--- config.mk ---
export PLATFORM = sky130hd
export DESIGN_NAME = if_id_pipe_reg
export DESIGN_NICKNAME = d
export VERILOG_FILES = /design/src/rtl/pipe_pkg.sv /design/src/rtl/if_id_slot.sv /design/src/rtl/if_id_pipe_reg.sv
export SDC_FILE = /design/constraint.sdc
export NUM_CORES = 1
export LEC_CHECK = 0
export CAP_MARGIN = 0
export CELL_PAD_IN_SITES_DETAIL_PLACEMENT = 1
export CELL_PAD_IN_SITES_GLOBAL_PLACEMENT = 1
export CORE_MARGIN = 1.5
export CORE_UTILIZATION = 38
export DETAILED_ROUTE_END_ITERATION = 8
export GPL_ROUTABILITY_DRIVEN = 0
export PLACE_DENSITY = 0.83
export SLEW_MARGIN = 10
export SYNTH_ARGS = -nofsm -noshare
export SYNTH_HDL_FRONTEND = slang
export SYNTH_SLANG_ARGS = --single-unit
--- constraint.sdc ---
create_clock -name Clk -period 2.3 [get_ports Clk]
set_clock_uncertainty 0.2 [all_clocks]
set_input_delay 0.23 -clock Clk [delete_from_list [all_inputs] [get_ports Clk]]
set_output_delay 0.23 -clock Clk [all_outputs]
set_load 0.005 [all_outputs]
--- src/rtl/pipe_pkg.sv ---
// Shared definitions for the IF->ID pipeline register: default widths, NOP encoding, occupancy states.
package pipe_pkg;

  localparam int IFID_AW = 32;
  localparam int IFID_DW = 32;

  // MIPS sll $0,$0,0
  localparam logic [31:0] NOP_INSTR = 32'h0000_0000;

  typedef enum logic [1:0] {
    EMPTY = 2'd0,
    ONE   = 2'd1,
    FULL  = 2'd2
  } ifid_state_t;

endpackage

--- src/rtl/if_id_slot.sv ---
// One PC+instruction storage slot: loads on enable, clears to PC 0 / RST_INSTR on async reset.
module if_id_slot #(
  parameter int             AW        = 32,
  parameter int             DW        = 32,
  parameter logic [DW-1:0]  RST_INSTR = '0
) (
  input  logic          clk,
  input  logic          rst_n,
  input  logic          load,
  input  logic [AW-1:0] pc_d,
  input  logic [DW-1:0] instr_d,
  output logic [AW-1:0] pc_q,
  output logic [DW-1:0] instr_q
);

  always_ff @(posedge clk or negedge rst_n) begin
    if (!rst_n) begin
      pc_q    <= '0;
      instr_q <= RST_INSTR;
    end else if (load) begin
      pc_q    <= pc_d;
      instr_q <= instr_d;
    end
  end

endmodule

--- src/rtl/if_id_pipe_reg.sv ---
// IF->ID pipeline register with a 2-entry skid buffer and flush.
// Optional performance counters are enabled by defining IFID_PERF_CNT_EN.
module if_id_pipe_reg
  import pipe_pkg::*;
#(
  parameter int            AW  = IFID_AW,
  parameter int            DW  = IFID_DW,
  parameter logic [DW-1:0] NOP = DW'(NOP_INSTR)
) (
  input  logic          Clk,
  input  logic          Rst_n,
  input  logic [AW-1:0] InPC,
  input  logic [DW-1:0] InInstr,
  input  logic          InValid,
  output logic          InReady,
  input  logic          Flush,
  output logic [AW-1:0] OutPC,
  output logic [DW-1:0] OutInstr,
  output logic          OutValid,
  input  logic          OutReady,
`ifdef IFID_PERF_CNT_EN
  output logic [31:0]   StallCnt,
  output logic [31:0]   FlushCnt,
`endif
  output ifid_state_t   DbgState
);

  // Handshake: a word moves on a side only in a cycle where valid and ready are
  // both high at the rising edge; InReady is a register, never a function of OutReady.

  ifid_state_t   state;
  logic          in_ready_q;
  logic          out_valid;
  logic          accept;
  logic          consume;
  logic          main_load;
  logic          skid_load;
  logic [AW-1:0] main_pc;
  logic [DW-1:0] main_instr;
  logic [AW-1:0] skid_pc;
  logic [DW-1:0] skid_instr;
  logic [AW-1:0] main_pc_d;
  logic [DW-1:0] main_instr_d;

  assign out_valid = (state != EMPTY);
  assign accept    = InValid & in_ready_q & ~Flush;
  assign consume   = out_valid & OutReady;

  // Main refills from the skid only when draining FULL; otherwise straight from IF.
  assign main_load = ~Flush & (((state == EMPTY) & accept) |
                               ((state == ONE) & accept & consume) |
                               ((state == FULL) & consume));
  assign skid_load = (state == ONE) & accept & ~consume;

  assign main_pc_d    = (state == FULL) ? skid_pc    : InPC;
  assign main_instr_d = (state == FULL) ? skid_instr : InInstr;

  if_id_slot #(.AW(AW), .DW(DW), .RST_INSTR(NOP)) u_main (
    .clk     (Clk),
    .rst_n   (Rst_n),
    .load    (main_load),
    .pc_d    (main_pc_d),
    .instr_d (main_instr_d),
    .pc_q    (main_pc),
    .instr_q (main_instr)
  );

  if_id_slot #(.AW(AW), .DW(DW), .RST_INSTR(NOP)) u_skid (
    .clk     (Clk),
    .rst_n   (Rst_n),
    .load    (skid_load),
    .pc_d    (InPC),
    .instr_d (InInstr),
    .pc_q    (skid_pc),
    .instr_q (skid_instr)
  );

  always_ff @(posedge Clk or negedge Rst_n) begin
    if (!Rst_n) begin
      state      <= EMPTY;
      in_ready_q <= 1'b1;
    end else if (Flush) begin
      state      <= EMPTY;
      in_ready_q <= 1'b1;
    end else begin
      unique case (state)
        EMPTY: begin
          if (accept) state <= ONE;
          in_ready_q <= 1'b1;
        end
        ONE: begin
          if (accept && !consume) begin
            state      <= FULL;
            in_ready_q <= 1'b0;
          end else if (!accept && consume) begin
            state      <= EMPTY;
            in_ready_q <= 1'b1;
          end else begin
            in_ready_q <= 1'b1;
          end
        end
        FULL: begin
          if (consume) begin
            state      <= ONE;
            in_ready_q <= 1'b1;
          end else begin
            in_ready_q <= 1'b0;
          end
        end
        default: begin
          state      <= EMPTY;
          in_ready_q <= 1'b1;
        end
      endcase
    end
  end

  assign InReady  = in_ready_q;
  assign OutValid = out_valid;
  assign OutPC    = main_pc;
  assign OutInstr = out_valid ? main_instr : NOP;
  assign DbgState = state;

`ifdef IFID_PERF_CNT_EN
  always_ff @(posedge Clk or negedge Rst_n) begin
    if (!Rst_n) begin
      StallCnt <= '0;
      FlushCnt <= '0;
    end else begin
      if (InValid && !in_ready_q)       StallCnt <= StallCnt + 32'd1;
      if (Flush && (out_valid || InValid)) FlushCnt <= FlushCnt + 32'd1;
    end
  end
`endif

endmodule

==> impl_metrics.py <==
metrics = {
    "timing": {
        "rsz0062_at_grt": "true",
        "min_period_over_period": 0.967,
        "fin_hold_ws_ns": 0.180,
        "report.final.slew_viol_count": 0,
        "tightest_slew_ns": 0.574,
        "finalWorstPathRequiredPeriod_ns": 2.22,
        "report.final.setup_viol": 0,
        "tns_ns": 0,
        "number_of_endpoints_with_negative_hold_slack_in_the_final_report": 0,
        "clock.fmax_mhz": 450,
        "slew_headroom": 0.617,
        "worst_slack_ns": 0.0755,
    },
    "clock_tree": {
        "number_of_cts_inserted_buffers": 17,
        "cts_tree": "yes",
        "clkSlewWorstSetupHoldPaths_ns": 0.05,
        "cts_htree_levels": 4,
        "clock_sink_count": 131,
        "insertion_delay_ns": 0.42,
        "clock_path_buffers": 2,
        "root_buffer": "sky130_fd_sc_hd__clkbuf_16",
    },
    "route": {
        "detail_route.first_pass.iterations": 4,
        "drc": 0,
        "vias": 3957,
        "detail_route.iter0.violations": 97,
        "post_route_antenna_net_violation_count": 0,
        "routed_wire_length_per_instance_um": 20.2,
        "routed_vias_inst": 4.89,
        "routed_wl_um": 16400,
    },
    "yosys": {
        "seq_area_frac_synth": 0.520,
        "synth-compound-area-share": 0.00993,
        "yosys_warnings": 0,
        "number_of_flops_mapped_to_enable_cells_by_yosys": 0,
        "fraction_of_synthesized_area_in_multiplexers": 0.382,
        "synth_top_family_by_area": "multiplexers",
        "net_count_of_the_mapped_netlist": 487,
        "most_numerous_cell_types_in_the_synthesized_netlist": "134 x sky130_fd_sc_hd__mux2_2, 130 x sky130_fd_sc_hd__dfrtp_1, 60 x sky130_fd_sc_hd__mux2_4",
        "ys_types": 24,
        "synth.area.top_cells": "sky130_fd_sc_hd__dfrtp_1 52%, sky130_fd_sc_hd__mux2_2 24%, sky130_fd_sc_hd__mux2_4 14%, sky130_fd_sc_hd__nor2b_1 3.4%, sky130_fd_sc_hd__buf_8 1.4%",
        "synthAdderAreaFrac": 0.00993,
        "synth_simple_gate_area_share": 0.0469,
        "syn_inst": 413,
        "syn_avg_cell_area_um2": 15.3,
        "synth_flop_cell": "sky130_fd_sc_hd__dfrtp_1",
        "yosys.area.top_type_share": 0.516,
        "synth_xor_area_frac": 0,
        "ys_seq_elements": 131,
        "postSynth.asyncResetShare": 1.00,
        "synth.largest_area_cell": "sky130_fd_sc_hd__dfrtp_1",
        "syn-cell-area_um2": 6300,
        "post-synth-top-count-cell": "sky130_fd_sc_hd__mux2_2",
    },
    "placed_design": {
        "placement.io_buffers": 136,
        "placedInstanceArea_um2": 8160,
        "detailed_place_hpwl_um": 11300,
        "placement.setup.worst_slack_ns": -0.0812,
    },
    "grt": {
        "first_pass_grt_wire_length_um": 26600,
        "grtUsageTotal": 0.198,
        "first_global_vias": 4677,
        "grt_start_max_net_pins": 59,
        "antenna_found_initial": 0,
        "globalRouteOverflowTotal": 0,
    },
    "status": {
        "status": "complete, no violations",
    },
    "job": {
        "cap_viol_max_count": 0,
    },
    "floorplan": {
        "die_height_um": 132,
        "std_cell_rows": 46,
        "io_pins": 137,
        "core_um2": 16100,
        "initial_utilization": 0.392,
        "die_width_um": 132,
        "die_area_um2": 17400,
    },
    "finish": {
        "area_growth_syn_to_layout_pct": 39.8,
        "design_area_um2": 8810,
        "insertedDiodeCount": 0,
        "layout.nets": 657,
        "final_layout_size_suffix_gt1_frac": 0.465,
    },
    "power_and_ir_drop": {
        "power.density_cell_area_nw_per_um2": 1200,
        "power_leakage_nw": 4.02,
        "ir_drop_v": 0.000538,
    },
    "worst_setup_path": {
        "critical_path_arrival_ns": 2.33,
        "worst_r2r_path_depth": 7,
        "crit_path_max_fanout": 29,
        "cp.required_ns": 2.40,
        "worst_setup_path_start_kind": "flip-flop",
        "cells_along_the_critical_path": "inv_2, ha_2, a21oi_1, or2_1, a21oi_4, buf_12, mux2_2",
        "worst-setup-path-type": "reg -> reg",
        "max_stage_delay_ns": 0.39,
        "timing.critical_path.to_type": "flip-flop",
        "cpMaxStageDelayCell": "sky130_fd_sc_hd__dfrtp_1",
    },
    "hold_path": {
        "hold_path_class": "in -> async",
    },
}
[sequential cells by signal, summed over array words and instances, names as in the netlist]
| name | flops |
|---|---|
| u_skid.instr_q | 32 |
| u_main.instr_q | 32 |
| u_skid.pc_q | 32 |
| u_main.pc_q | 32 |
| InReady | 1 |
| DbgState | 2 |
[timing repair]
| item | CTS | global route |
|---|---|---|
| hold buffers | 1 | 0 |
| setup endpoints to repair | 33 | 21 |
| gates cloned | 0 | 1 |
| pin swaps | 0 | 1 |
| buffers inserted | 1 | 1 |
| resized for setup | 26 | 19 |
| endpoints found under the hold margin | 53 | 0 |
[routing by layer]
metal  global-route usage  vias to the layer above  wire, µm
li1                     -                     1796         -
met3               0.0573                       17       744
met4               0.0593                        0       223
met5                    0                        -         0
met2                0.356                      102      8710
met1                0.227                     2042      6720
[layout by cell type (no fill, tap or decap), types with 7 or more instances in the layout]
cell type                         netlist  routed
sky130_fd_sc_hd__dlymetal6s2s_1         0      16
sky130_fd_sc_hd__dlygate4sd2_1          0      15
sky130_fd_sc_hd__buf_12                 0      10
sky130_fd_sc_hd__dfrtp_1              130     130
sky130_fd_sc_hd__clkdlybuf4s50_1        0     104
sky130_fd_sc_hd__buf_4                  5      27
sky130_fd_sc_hd__mux2_4                60      60
sky130_fd_sc_hd__mux2_2               134     134
sky130_fd_sc_hd__nor2b_1               34      26
sky130_fd_sc_hd__clkbuf_16              0      18
sky130_fd_sc_hd__nor2b_2                0       7
[final timing paths]
check / startpoint / end / slack, ns
max reg2reg: DbgState[1] / u_main.pc_q[1] / 0.08
max in group asynchronous: Rst_n / u_skid.instr_q[5] / 1.08
min: Rst_n / u_skid.instr_q[23] / 0.18
min reg2reg: u_skid.instr_q[26] / u_skid.instr_q[26] / 0.30
max: DbgState[1] / u_main.pc_q[1] / 0.08
min in group Clk: InPC[15] / u_skid.pc_q[15] / 0.24
[where the power goes]
part	internal (W)	switching, W
registers	0.00347	0.000698
logic	0.00265	0.00127
clock network	0.00155	0.000952
total	0.00767	0.00292
[final cells by class]
class / instances / area [µm²]
clock buffers: 24 / 482
clock inverters: 6 / 55.1
fillers: 1542 / 7250
inverters: 3 / 11.3
multi-input cells: 255 / 2890
flip-flops and latches: 131 / 3280
well taps: 216 / 270
repair buffers: 175 / 1820
[cells by family after synthesis]
family	after synthesis
buf+inv	27
fa+ha+maj	5
flops	131
compound gates	8
mux	194
simple gates	48
[worst max-delay path: cells and delay by family, from the launching register on]
family | cells | cell delay, ns
adders and majority gates | 1 | 0.20
buffers and inverters | 2 | 0.40
and+or+nand+nor | 1 | 0.25
DFF | 1 | 0.39
AOI/OAI and AO/OA | 2 | 0.29
muxes | 1 | 0.36
[through the flow]
| step | util | std cells | total power, W |
|---|---|---|---|
| 5_1_grt | 0.549 | 810 | 0.0112 |
| 2_1_floorplan | - | 413 | 0.00611 |
| 4_1_cts | 0.543 | 808 | 0.0107 |
| 3_5_place_dp | 0.508 | 776 | 0.00809 |
| 6_report | 0.549 | 810 | 0.0106 |
| 3_3_place_gp | 0.508 | 776 | 0.00777 |
Power figures use the tool's default switching activity.
